`config.mk`:
```
export PLATFORM = sky130hd
export DESIGN_NAME = exu_branch_unit_bp
export DESIGN_NICKNAME = d
export VERILOG_FILES = /design/src/rtl/pqr5_core_pkg.sv /design/src/rtl/exu_branch_unit_bp_bht.sv /design/src/rtl/exu_branch_unit_bp.sv
export SDC_FILE = /design/constraint.sdc
export NUM_CORES = 1
export LEC_CHECK = 0
export BUFFER_PORTS_ARGS = -buffer_cell sky130_fd_sc_hd__buf_2
export CAP_MARGIN = 10
export CORE_MARGIN = 2
export CORE_UTILIZATION = 45
export DETAILED_ROUTE_END_ITERATION = 10
export MAX_ROUTING_LAYER = met4
export PLACE_DENSITY = 0.73
export SLEW_MARGIN = 20
export SYNTH_ARGS = -nofsm -noshare
export SYNTH_HDL_FRONTEND = slang
export SYNTH_SLANG_ARGS = --single-unit
```
`constraint.sdc`:
```
create_clock -name clk -period 13.7 [get_ports clk]
set_input_delay 1.37 -clock clk [delete_from_list [all_inputs] [get_ports clk]]
set_output_delay 1.37 -clock clk [all_outputs]
set_load 0.01 [all_outputs]
```
`src/rtl/pqr5_core_pkg.sv`:
```
// rtl/pqr5_core_pkg.sv - shared PQR5 core constants, BHT counter type and helpers
package pqr5_core_pkg;

  // B-type funct3 encodings
  localparam logic [2:0] F3_BEQ  = 3'b000;
  localparam logic [2:0] F3_BNE  = 3'b001;
  localparam logic [2:0] F3_BLT  = 3'b100;
  localparam logic [2:0] F3_BGE  = 3'b101;
  localparam logic [2:0] F3_BLTU = 3'b110;
  localparam logic [2:0] F3_BGEU = 3'b111;

  // Default counter width and the widest counter the helpers handle
  localparam int BHT_CNT_W_DEF = 2;
  localparam int CNT_MAX_W     = 16;

  typedef logic [BHT_CNT_W_DEF-1:0] bht_cnt_t;

  // Weakly-not-taken value for a w-bit counter: 2^(w-1)-1 (0 when w=1)
  function automatic logic [CNT_MAX_W-1:0] bht_init_val(input int unsigned w);
    return (CNT_MAX_W'(1) << (w - 1)) - CNT_MAX_W'(1);
  endfunction

  // Saturating up/down step of a w-bit counter held in a wider vector
  function automatic logic [CNT_MAX_W-1:0] bht_sat_step(input logic [CNT_MAX_W-1:0] cnt,
                                                       input logic inc,
                                                       input int unsigned w);
    logic [CNT_MAX_W-1:0] max_v;
    max_v = (CNT_MAX_W'(1) << w) - CNT_MAX_W'(1);
    if (inc) return (cnt == max_v) ? cnt : cnt + CNT_MAX_W'(1);
    else     return (cnt == '0) ? cnt : cnt - CNT_MAX_W'(1);
  endfunction

endpackage

```
`src/rtl/exu_branch_unit_bp_bht.sv`:
```
// rtl/exu_branch_unit_bp_bht.sv - branch history table of saturating counters
module exu_bht
  import pqr5_core_pkg::*;
#(
  parameter int DEPTH = 64,
  parameter int CNT_W = 2,
  localparam int IDX_W = $clog2(DEPTH)
) (
  input  logic             clk,
  input  logic             reset,
  input  logic             i_we,
  input  logic [IDX_W-1:0] i_widx,
  input  logic             i_inc,
  input  logic [IDX_W-1:0] i_ridx,
  output logic [CNT_W-1:0] o_rcnt
);

  localparam logic [CNT_W-1:0] CNT_INIT = CNT_W'(bht_init_val(CNT_W));

  logic [CNT_W-1:0] cnt_q [DEPTH];
  logic [CNT_W-1:0] cnt_d [DEPTH];

  // Next array state: one saturating step on the written entry
  always_comb begin
    cnt_d = cnt_q;
    if (i_we) begin
      cnt_d[i_widx] = CNT_W'(bht_sat_step(CNT_MAX_W'(cnt_q[i_widx]), i_inc, CNT_W));
    end
  end

  // Counter storage, reset to weakly-not-taken
  always_ff @(posedge clk) begin
    if (reset) begin
      for (int i = 0; i < DEPTH; i++) cnt_q[i] <= CNT_INIT;
    end else begin
      cnt_q <= cnt_d;
    end
  end

  // Read port sees the pre-update value of a same-cycle write
  assign o_rcnt = cnt_q[i_ridx];

endmodule

```
`src/rtl/exu_branch_unit_bp.sv`:
```
// rtl/exu_branch_unit_bp.sv - EXU branch resolution with BHT training and statistics
module exu_branch_unit_bp
  import pqr5_core_pkg::*;
#(
  parameter int              XLEN      = 32,
  parameter logic [XLEN-1:0] PC_INIT   = 32'h0,
  parameter int              BHT_DEPTH = 64,
  parameter int              BHT_CNT_W = BHT_CNT_W_DEF,
  parameter int              STAT_W    = 16
) (
  input  logic              clk,
  input  logic              reset,
  input  logic              i_stall,
  input  logic [XLEN-1:0]   i_pc,
  input  logic              i_bubble,
  input  logic              i_is_j_type,
  input  logic              i_is_b_type,
  input  logic              i_is_jalr,
  input  logic [2:0]        i_funct3,
  input  logic [19:0]       i_immJ,
  input  logic [11:0]       i_immI,
  input  logic [11:0]       i_immB,
  input  logic [XLEN-1:0]   i_op0,
  input  logic [XLEN-1:0]   i_op1,
  input  logic              i_branch_taken,
  input  logic [XLEN-1:0]   i_pred_pc,
  input  logic [XLEN-1:0]   i_fu_pc,
  output logic              o_fu_pred_taken,
  output logic [XLEN-1:0]   o_nxt_instr_pc,
  output logic              o_bubble,
  output logic              o_branch_taken,
  output logic [XLEN-1:0]   o_branch_pc,
  output logic              o_flush,
  output logic [STAT_W-1:0] o_br_cnt,
  output logic [STAT_W-1:0] o_mispred_cnt
);

  localparam int IDX_W = $clog2(BHT_DEPTH);

  logic            dec_j, dec_jalr, dec_b, f3_legal;
  logic            res_taken, res_flush;
  logic [XLEN-1:0] pc_plus4, res_target;

  logic [XLEN-1:0]   nxt_instr_pc_q, nxt_instr_pc_d;
  logic              bubble_q, bubble_d;
  logic              branch_taken_q, branch_taken_d;
  logic [XLEN-1:0]   branch_pc_q, branch_pc_d;
  logic              flush_q, flush_d;
  logic [STAT_W-1:0] br_cnt_q, br_cnt_d;
  logic [STAT_W-1:0] mispred_cnt_q, mispred_cnt_d;

  logic                 bht_we;
  logic [BHT_CNT_W-1:0] bht_rcnt;

  assign pc_plus4 = i_pc + XLEN'(4);

  // Decode one-hot instruction class, resolve direction and next PC
  always_comb begin
    dec_j      = ({i_is_j_type, i_is_jalr, i_is_b_type} == 3'b100);
    dec_jalr   = ({i_is_j_type, i_is_jalr, i_is_b_type} == 3'b010);
    dec_b      = ({i_is_j_type, i_is_jalr, i_is_b_type} == 3'b001);
    f3_legal   = 1'b1;
    res_taken  = 1'b0;
    res_target = pc_plus4;
    unique case (i_funct3)
      F3_BEQ:  res_taken = dec_b & (i_op0 == i_op1);
      F3_BNE:  res_taken = dec_b & (i_op0 != i_op1);
      F3_BLT:  res_taken = dec_b & ($signed(i_op0) <  $signed(i_op1));
      F3_BGE:  res_taken = dec_b & ($signed(i_op0) >= $signed(i_op1));
      F3_BLTU: res_taken = dec_b & (i_op0 <  i_op1);
      F3_BGEU: res_taken = dec_b & (i_op0 >= i_op1);
      default: f3_legal  = 1'b0;
    endcase
    if (dec_j) begin
      res_taken  = 1'b1;
      res_target = i_pc + {{(XLEN-21){i_immJ[19]}}, i_immJ, 1'b0};
    end else if (dec_jalr) begin
      res_taken  = 1'b1;
      res_target = (i_op0 + {{(XLEN-12){i_immI[11]}}, i_immI}) & ~XLEN'(1);
    end else if (dec_b && res_taken) begin
      res_target = i_pc + {{(XLEN-13){i_immB[11]}}, i_immB, 1'b0};
    end
    res_flush = ~i_bubble & ((res_taken != i_branch_taken) |
                             (res_taken & (res_target != i_pred_pc)));
  end

  // Next register values; a stall holds everything
  always_comb begin
    nxt_instr_pc_d = nxt_instr_pc_q;
    bubble_d       = bubble_q;
    branch_taken_d = branch_taken_q;
    branch_pc_d    = branch_pc_q;
    flush_d        = flush_q;
    br_cnt_d       = br_cnt_q;
    mispred_cnt_d  = mispred_cnt_q;
    if (!i_stall) begin
      nxt_instr_pc_d = pc_plus4;
      bubble_d       = (dec_j | dec_jalr) ? i_bubble : 1'b1;
      branch_taken_d = res_taken;
      branch_pc_d    = res_target;
      flush_d        = res_flush;
      if (!i_bubble && (dec_j || dec_jalr || dec_b) && (br_cnt_q != '1))
        br_cnt_d = br_cnt_q + STAT_W'(1);
      if (res_flush && (mispred_cnt_q != '1))
        mispred_cnt_d = mispred_cnt_q + STAT_W'(1);
    end
  end

  // Output and statistics registers
  always_ff @(posedge clk) begin
    if (reset) begin
      nxt_instr_pc_q <= PC_INIT;
      bubble_q       <= 1'b1;
      branch_taken_q <= 1'b0;
      branch_pc_q    <= PC_INIT;
      flush_q        <= 1'b0;
      br_cnt_q       <= '0;
      mispred_cnt_q  <= '0;
    end else begin
      nxt_instr_pc_q <= nxt_instr_pc_d;
      bubble_q       <= bubble_d;
      branch_taken_q <= branch_taken_d;
      branch_pc_q    <= branch_pc_d;
      flush_q        <= flush_d;
      br_cnt_q       <= br_cnt_d;
      mispred_cnt_q  <= mispred_cnt_d;
    end
  end

  // Only legal, non-bubble conditional branches train the predictor
  assign bht_we = ~reset & ~i_stall & ~i_bubble & dec_b & f3_legal;

  exu_bht #(
    .DEPTH (BHT_DEPTH),
    .CNT_W (BHT_CNT_W)
  ) u_bht (
    .clk    (clk),
    .reset  (reset),
    .i_we   (bht_we),
    .i_widx (i_pc[IDX_W+1:2]),
    .i_inc  (res_taken),
    .i_ridx (i_fu_pc[IDX_W+1:2]),
    .o_rcnt (bht_rcnt)
  );

  assign o_fu_pred_taken = bht_rcnt[BHT_CNT_W-1];
  assign o_nxt_instr_pc  = nxt_instr_pc_q;
  assign o_bubble        = bubble_q;
  assign o_branch_taken  = branch_taken_q;
  assign o_branch_pc     = branch_pc_q;
  assign o_flush         = flush_q;
  assign o_br_cnt        = br_cnt_q;
  assign o_mispred_cnt   = mispred_cnt_q;

endmodule

```
Yosys cells after proc, flatten, opt, wreduce, memory -nomap -nowiden
Index checks and enable logic that the tools add are counted.

cells by class
  magnitude comparators = 7
  reductions and logical operators = 13
  $add $sub $neg = 8
  multiplexer cells = 21
  eq/ne operators = 15
  bitwise logic cells = 19

operators with widths
  cell                     count
  $bwmux W128              1
  $add A32 B32 Y32         3
  $mux W32                 3
  $ge A32 B32 Y1           2
  $lt A32 B32 Y1           2
  $ne A32 B32 Y1           2
  $add A16 B1 Y16 const B  2
  $add A32 B3 Y32 const B  1
  $eq A32 B32 Y1           1
  $ne A16 B16 Y1 const B   2
  $bmux W2 S6              2
  $mux W2                  9
  $eq A3 B3 Y1 const B     5
  $ge A7 B7 Y1 const B     2
  $not A6 Y7               2
  $and A1 B1 Y1            12
  $demux W2 S6             1
  $lt A7 B1 Y1 const B     1
  $eq A3 B1 Y1 const B     2
  $pmux W1 S6              1
  $reduce_or A6 Y1         1
  $logic_and A1 B1 Y1      5
  $mux W1                  4
  $reduce_and A2 Y1        2
  11 further kinds         15

word-level totals
  bits in registers = 227
  output and inout port bits = 100
  logic and storage cells = 154
  bits of input ports = 215

Longest topological paths before layout
Gate-level depths: netlist (run 1).

  depth in word-level cells = 13
  gate-level depth with buffers = 20
  depth with buffers taken out = 16

Cells and area by module
From an unflattened synthesis (run 1), not the netlist that was laid out.

second synthesis, totals
  cells, all modules = 2,429
  area, all modules = 19,563.8 µm²

modules (own cells, without submodules)
  module              area each (µm²)  sequential area each (µm²)  instances  cells an instance
  exu_branch_unit_bp  11,949.0         1,981.9                     1          1,634
  exu_bht             7,614.8          2,562.5                     1          795

Worst setup path after synthesis (run 1)
OpenSTA, ideal clock, no wires.

  path type = in2reg
  start point = input i_pc[1]
  end point = register mispred_cnt_q[10], in the netlist o_mispred_cnt[10]
  slack = 8.107 ns
  library setup time = 0.123 ns
  buffers on the path = 1
  data required time = 13.577 ns
  stages on the path = 17
  arrival = 5.470 ns
  cell sequence = ha_1 fa_1 a21o_1 a221oi_1 or3_1 a32oi_1 a311o_1 and2_1 o31ai_1 mux2i_1 o211ai_1 xor2_1 or4_1 nor4_2 buf_4 nor3_1 mux2_1

between the ends
  cells in the longest elaborated chain, start to end = 10
  elaborated cells between the ends (all ways) = 12
  those cells by class = add/sub (3); eq/ne (1); mux (3); bitwise (3); reduce/logical (2)

ends and longest elaborated chain
  what                                                        RTL line                                            RTL
  from (decl)                                                 exu_branch_unit_bp.sv:14                            input logic [XLEN-1:0] i_pc,
  $add A32 B3 Y32 / $add A32 B32 Y32 (equally long branches)  exu_branch_unit_bp.sv:55, exu_branch_unit_bp.sv:81
  $mux W32                                                    exu_branch_unit_bp.sv:80                            end else if (dec_b && res_taken) begin
  $mux W32                                                    exu_branch_unit_bp.sv:77                            end else if (dec_jalr) begin
  $mux W32 *                                                  exu_branch_unit_bp.sv:74                            if (dec_j) begin
  $ne A32 B32 Y1 *                                            exu_branch_unit_bp.sv:84                            (res_taken & (res_target != i_pred_pc)));
  $and A1 B1 Y1 *                                             exu_branch_unit_bp.sv:84
  $or A1 B1 Y1 *                                              exu_branch_unit_bp.sv:83                            res_flush = ~i_bubble & ((res_taken != i_branch_taken) |
  $and A1 B1 Y1 *                                             exu_branch_unit_bp.sv:83
  $logic_and A1 B1 Y1 *                                       exu_branch_unit_bp.sv:104                           if (res_flush && (mispred_cnt_q != '1))
  $reduce_and A2 Y1 (no source line) *                        -
  to (signal assigned)                                        exu_branch_unit_bp.sv:126                           mispred_cnt_q <= mispred_cnt_d;
  to (decl)                                                   exu_branch_unit_bp.sv:50                            logic [STAT_W-1:0] mispred_cnt_q, mispred_cnt_d;

Mark *: on every way between the ends. The rest lies on a longest branch, timed or not.
A chain may end at the register's enable or synchronous reset.

Worst setup path in the final report (run 1)
  start point = input i_op0[31]
  end point = register mispred_cnt_q[12], in the netlist o_mispred_cnt[12]

between the ends
  cells in the longest elaborated chain, start to end = 13
  elaborated cells between the ends (all ways) = 27
  those cells by class = add/sub (1); order compare (4); eq/ne (4); mux (6); bitwise (9); reduce/logical (3)

ends and longest elaborated chain
  what                                          RTL line                   RTL
  from (decl)                                   exu_branch_unit_bp.sv:23   input logic [XLEN-1:0] i_op0,
  $ge A32 B32 Y1, or another cell as far along  exu_branch_unit_bp.sv:71   F3_BGEU: res_taken = dec_b & (i_op0 >= i_op1);
  $and A1 B1 Y1, or another cell as far along   exu_branch_unit_bp.sv:71
  $pmux W1 S6                                   exu_branch_unit_bp.sv:65   unique case (i_funct3)
  $logic_and A1 B1 Y1                           exu_branch_unit_bp.sv:80
  $mux W32                                      exu_branch_unit_bp.sv:80
  $mux W32                                      exu_branch_unit_bp.sv:77
  $mux W32                                      exu_branch_unit_bp.sv:74
  $ne A32 B32 Y1                                exu_branch_unit_bp.sv:84
  $and A1 B1 Y1                                 exu_branch_unit_bp.sv:84
  $or A1 B1 Y1 *                                exu_branch_unit_bp.sv:83
  $and A1 B1 Y1 *                               exu_branch_unit_bp.sv:83
  $logic_and A1 B1 Y1 *                         exu_branch_unit_bp.sv:104
  $reduce_and A2 Y1 (no source line) *          -

Marks and branches as above.

==> results of run 1 <==
## worst paths after layout
check	startpoint	to	slack (ns)	cells past startpoint
max	i_op0[31]	o_mispred_cnt[12]$_SDFFE_PP0P_	7.09	18
min	o_branch_pc[9]$_SDFFE_PP0N_	o_branch_pc[9]$_SDFFE_PP0N_	0.47	2
max reg2reg	u_bht.cnt_q[0]$_SDFFE_PP1P_	u_bht.cnt_q[37]$_SDFFE_PP0P_	10.99	11
min reg2reg	o_branch_pc[9]$_SDFFE_PP0N_	o_branch_pc[9]$_SDFFE_PP0N_	0.47	2
## synthesized netlist by cell type (59+ instances only)
master                     count  area share
sky130_fd_sc_hd__ha_1        125       0.085
sky130_fd_sc_hd__o211ai_1     82       0.034
sky130_fd_sc_hd__a21oi_1     234       0.064
sky130_fd_sc_hd__o21ai_0      84       0.023
sky130_fd_sc_hd__xor2_1       59       0.028
sky130_fd_sc_hd__nor2_1      272       0.056
sky130_fd_sc_hd__nand2_1     262       0.054
sky130_fd_sc_hd__inv_1        81       0.017
sky130_fd_sc_hd__dfxtp_1     227        0.25
sky130_fd_sc_hd__nand3_1      67       0.018
sky130_fd_sc_hd__nor3_1      120       0.033
sky130_fd_sc_hd__clkbuf_1    118       0.024
## tightest hold or removal path: stages (launching register included)
cell and delay [ns]:
sky130_fd_sc_hd__dfxtp_1 0.31, sky130_fd_sc_hd__nand2_1 0.06, sky130_fd_sc_hd__a21oi_1 0.05
## state kept, by name, summed over array words and instances, names as in the netlist
| name | count |
|---|---|
| u_bht.cnt_q | 128 |
| o_branch_pc | 32 |
| o_nxt_instr_pc | 32 |
| o_br_cnt | 16 |
| o_mispred_cnt | 16 |
| o_branch_taken | 1 |
| o_bubble | 1 |
| o_flush | 1 |
## kinds of logic after synthesis
logic type,after synthesis,share of synthesized area
muxes,61,0.0477
buffers and inverters,232,0.0493
DFF,227,0.247
and+or+nand+nor,948,0.245
adders and majority gates,130,0.0895
xor gates and xnor gates,116,0.0553
AOI/OAI and AO/OA,733,0.266
## power breakdown
group / switching, mW / internal [mW]
clock network: 0.293 / 0.386
registers: 0.00922 / 0.674
logic: 0.369 / 0.200
## layer usage
metal / vias to the layer above / wire, um
li1: 9530 / -
met1: 9651 / 27700
met4: 0 / 3720
met2: 984 / 32600
met3: 181 / 5340
met5: - / 0
## area by class of cell
type                       count  area, um^2  area share
antenna                        3        7.51    0.000357
timing repair buffer         319        1680      0.0799
tap                          532         666      0.0317
multi-input combinational   1988       13000       0.618
inverter                      83         313      0.0149
clock buffer                  35         713      0.0339
clock inverter                10         104     0.00494
sequential                   227        4540       0.216
## stage by stage
stage               setup WS [ns]   util  hold slack [ns]
global placement             6.66  0.498            0.453
finish                       7.09  0.518            0.466
detailed placement           6.63  0.498            0.454
CTS                          7.16  0.518            0.466
floorplan                    8.11      -            0.455
global route                 6.85  0.518            0.492
==> flow_summary.ini, run 1 <==
[clock_tree]
clockRootBuffer = sky130_fd_sc_hd__clkbuf_16
cts_sinks = 227
cts_buffers = 25
cts_tree = done
clk_latency_ns = 0.55
ctsHtreeMaxLevel = 1
clock_path_buffers = 3
cts.clk_slew.worst_paths_ns = 0.06
cts.hold.buffers_added = 0
post-cts-setup-buffer-count = 0
cts_repair_resize_count = 0

[place]
dp.final_hpwl_um = 51700
place.gp.congestion = 1.02
place_area_um2 = 20200
place_inst = 3149
port_buffers = 288

[sta]
setup_total_negative_slack_ns = 0
hold_viol = 0
finalMaxSlewViolations = 0
finalSetupViolations = 0
rsz_0062_raised_after_global_routing = false
finalCriticalPeriod_ns = 6.61
fin_crit_sh = 0.483
worst_pin_slew_ns = 1.17
final.setup_skew_ns = 0.0285
worst_slew_margin_rel = 0.215
fmax_ghz = 0.151

[routing]
drt_iter0_markers = 2183
firstDrtPassIters = 6
routed_wire_length_per_instance_um = 21.7
route.detailed.drc = 0
via_count = 20300
post_drt_via_cell_ratio = 6.36
ant_nets = 0
overall_routed_net_length_um = 69400

[synth]
yosys_register_bits = 227
syn-num-nets = 2790
synth_seq_area_share = 0.247
top_flip_flop_cell_by_instance_count_after_synthesis = sky130_fd_sc_hd__dfxtp_1
postSynthCellCount = 2447
synth-async-reset-ratio = 0
synth_cell_types = 88
avgSynthCellArea_um2 = 7.51
yosys_warnings = 0
synth_enable_flop_cells = 0
synth_area_um2 = 18400

[pwr]
irDropWorstVdd_v = 0.000104
cellPowerDensity_nw_per_um2 = 91.9
power.leakage_nw = 9.00
total_power_mw = 1.93

[global_routing]
gr-usage-met1 = 0.400
global_route.usage.total = 0.323
grt_overflow_total = 0
initial_antenna_violation_count = 2
grt_pass1_wl_um = 105000
globalRouteMet2Util = 0.530
gr-max-usage-layer = met2
grt_pass1_vias = 18600
global_route.usage.met3 = 0.0333
maximum_number_of_pins_on_one_net_before_global_route_repair = 90

[run]
drv_cap = 0

[cells_and_area]
layout_commonest_cell = sky130_fd_sc_hd__buf_2
nFillCells = 3905
synthToLayoutAreaGrowth_pct = 14.4
stdcell_count = 3197
layout-drive-gt1-share = 0.157
mostFrequentLayoutCells = sky130_fd_sc_hd__buf_2, sky130_fd_sc_hd__nor2_1, sky130_fd_sc_hd__nand2_1
final_nets = 2987
final_area_um2 = 21000

[worst_setup_path]
crit_type = primary input to flip-flop
cp_top_family = compound AO/OA/AOI/OAI gates
crit_path_max_fanout = 30
category_of_the_worst_setup_path_capture_point = flip-flop
worst-endpoint-arrival_ns = 7.05
critical_path.startpoint_type = primary input
cp.required_ns = 14.14
crit_chain = buf_2, ha_1, nand4_2, nor4_4, inv_2, a41oi_2, o31ai_2, and2_1, buf_4, a21oi_2, nor2_1, o31a_1, a2111oi_0, nand4_1, nor4_4, buf_4, nor3_1, mux2_1
critical_path.slowest_cell = sky130_fd_sc_hd__a2111oi_0
worst-path-buf-inv = 4
critical_path.max_stage_delay_ns = 0.74

[hold_path]
holdCritPathClass = flip-flop to flip-flop

[floorplan]
die_span_in_x_um = 206
chipHeight_um = 206
dieArea_um2 = 42500
floorplan.io_pins = 315
initial_core_util = 0.453
placementRows = 74
core_region_area_um2 = 40600

[outcome]
outcome = completed
(Power assumes the default switching activity.)
==> inputs of run 2 (changes only) <==
clock period = 6.69 ns   (was 13.7 ns; I/O delays follow)
==> run 2 against run 1 <==
Effect of this change:
- clock skew down 0.020 ns
- critical path depth down 1
- global-route usage up 0.20 points
- combinational power up 110%
- critical path type unchanged
==> flow_summary.ini, run 2 (synthesis gave the netlist of run 1 again) <==
[outcome]
outcome = completed

[sta]
fmax_ghz = 0.176
finalSetupViolations = 0
setup_total_negative_slack_ns = 0
rsz_0062_raised_after_global_routing = false
hold_viol = 0
worst_slew_margin_rel = 0.296
worst_pin_slew_ns = 1.06
final.setup_skew_ns = 0.00817
finalCriticalPeriod_ns = 5.68
fin_crit_sh = 0.849
finalMaxSlewViolations = 0

[cells_and_area]
final_nets = 2992
stdcell_count = 3204
top_register = u_bht.cnt_q
nFillCells = 3964
register_area_um2 = 4540
layout_commonest_cell = sky130_fd_sc_hd__buf_2
largest_register_ff_count = 128
multiInputGateArea_um2 = 13000
mostFrequentLayoutCells = sky130_fd_sc_hd__buf_2, sky130_fd_sc_hd__nor2_1, sky130_fd_sc_hd__nand2_1
layout-drive-gt1-share = 0.158
synthToLayoutAreaGrowth_pct = 14.6

[worst_setup_path]
timing.critical_path.to = o_mispred_cnt[10]$_SDFFE_PP0P_
reg2regPathDepth = 11
reg_to_reg_slack_setup_ns = 4.00
worst-endpoint-arrival_ns = 6.10
crit_type = primary input to flip-flop
r2r_start = u_bht.cnt_q[45]$_SDFFE_PP0P_
crit_start = i_op0[31]
critical_path.startpoint_type = primary input
cp.required_ns = 7.12
category_of_the_worst_setup_path_capture_point = flip-flop
crit_path_max_fanout = 30
critical_path.reg2reg.endpoint = u_bht.cnt_q[14]$_SDFFE_PP1P_

[clock_tree]
cts.hold.buffers_added = 0
clk_latency_ns = 0.54
cts_repair_resize_count = 0
clockRootBuffer = sky130_fd_sc_hd__clkbuf_16
ctsHtreeMaxLevel = 1
cts_buffers = 24
post-cts-setup-buffer-count = 0
clock_path_buffers = 3
cts.clk_slew.worst_paths_ns = 0.06
cts_tree = done
cts_sinks = 227

[pwr]
p_sw_frac = 0.346
share_comb_of_total_power = 0.300
power.clock.fraction = 0.341
switchingPower_mw = 1.35
power.leakage_nw = 9.01
irDropWorstVdd_v = 0.000206
cellPowerDensity_nw_per_um2 = 185
internal-power_mw = 2.56
seqPwrFrac = 0.358

[routing]
route.detailed.drc = 0
overall_routed_net_length_um = 69800
ant_nets = 0
via_count = 20300
drt_iter0_markers = 1987
post_drt_via_cell_ratio = 6.32
routed_wire_length_per_instance_um = 21.8
firstDrtPassIters = 6

[global_routing]
grt_overflow_total = 0
grt_pass1_vias = 18800
initial_antenna_violation_count = 4
maximum_number_of_pins_on_one_net_before_global_route_repair = 88
grt_pass1_wl_um = 105000
global_route.usage.total = 0.325

[floorplan]
chipHeight_um = 206
dieArea_um2 = 42500
die_span_in_x_um = 206
initial_core_util = 0.453
placementRows = 74
core_region_area_um2 = 40600
floorplan.io_pins = 315

[run]
drv_cap = 0

[place]
place.gp.congestion = 0.993
dp.final_hpwl_um = 52900
port_buffers = 288
place_inst = 3155

[hold_path]
holdCritPathClass = primary input to flip-flop
==> run 2: worst min path at each step <==
stage / from / end / slack (ns) / cells past startpoint
after floorplan: u_bht.cnt_q[104]$_SDFFE_PP1P_ / u_bht.cnt_q[104]$_SDFFE_PP1P_ / 0.46 / 2
after global placement: o_branch_pc[31]$_SDFFE_PP0N_ / o_branch_pc[31]$_SDFFE_PP0N_ / 0.45 / 2
after detailed placement: o_branch_pc[24]$_SDFFE_PP0N_ / o_branch_pc[24]$_SDFFE_PP0N_ / 0.46 / 2
after CTS: i_pc[0] / o_nxt_instr_pc[0]$_SDFFE_PP0N_ / 0.41 / 3
after global routing: i_pc[0] / o_nxt_instr_pc[0]$_SDFFE_PP0N_ / 0.41 / 3
final: i_pc[0] / o_nxt_instr_pc[0]$_SDFFE_PP0N_ / 0.41 / 3
==> run 2: per-stage QoR <==
| stage | worst slack, ns | hold slack [ns] | area, um^2 | utilization | power (mW) |
|---|---|---|---|---|---|
| after floorplan | 1.80 | 0.455 | 18400 | - | 2.16 |
| after global routing | 0.870 | 0.406 | 21000 | 0.519 | 4.07 |
| after CTS | 1.20 | 0.409 | 21000 | 0.519 | 3.89 |
| after global placement | 0.758 | 0.450 | 20300 | 0.499 | 2.55 |
| after detailed placement | 0.679 | 0.462 | 20300 | 0.500 | 2.57 |
| final | 1.01 | 0.411 | 21000 | 0.519 | 3.90 |
==> run 2: power by group through the flow <==
stage                     registers, mW  logic (mW)  clock network (mW)
after global placement             1.43        1.12                   0
after CTS                          1.40        1.14                1.35
after floorplan                    1.44       0.726                   0
final                              1.40        1.17                1.33
after detailed placement           1.43        1.14                   0
after global routing               1.40        1.26                1.40
==> run 2: layer usage <==
| metal | GRT usage | wire, um | vias to the layer above |
|---|---|---|---|
| met3 | 0.0388 | 5570 | 204 |
| li1 | - | - | 9522 |
| met1 | 0.390 | 27300 | 9575 |
| met4 | 0.177 | 4270 | 0 |
| met2 | 0.531 | 32700 | 963 |
| met5 | - | 0 | - |
==> run 2: area by class of cell <==
type	count	area share
diodes	6	0.000713
clock buffers	35	0.0329
clock inverters	8	0.00398
inverters	83	0.0149
multi-input cells	1988	0.617
flip-flops and latches	227	0.216
well taps	532	0.0316
repair buffers	325	0.0831
==> run 2: worst max-delay path: stages <==
cell and delay (ns):
sky130_fd_sc_hd__buf_2 0.13, sky130_fd_sc_hd__ha_1 0.41, sky130_fd_sc_hd__nand4_2 0.19, sky130_fd_sc_hd__nor3_1 0.07
sky130_fd_sc_hd__a22oi_1 0.43, sky130_fd_sc_hd__o2111ai_1 0.25, sky130_fd_sc_hd__a21oi_1 0.42, sky130_fd_sc_hd__nor2_2 0.27
sky130_fd_sc_hd__a21oi_2 0.67, sky130_fd_sc_hd__nor2_1 0.14, sky130_fd_sc_hd__o31a_1 0.31, sky130_fd_sc_hd__a2111oi_0 0.69
sky130_fd_sc_hd__nand4_1 0.36, sky130_fd_sc_hd__nor4_4 0.49, sky130_fd_sc_hd__buf_12 0.22, sky130_fd_sc_hd__nor3_1 0.07
sky130_fd_sc_hd__mux2_1 0.31
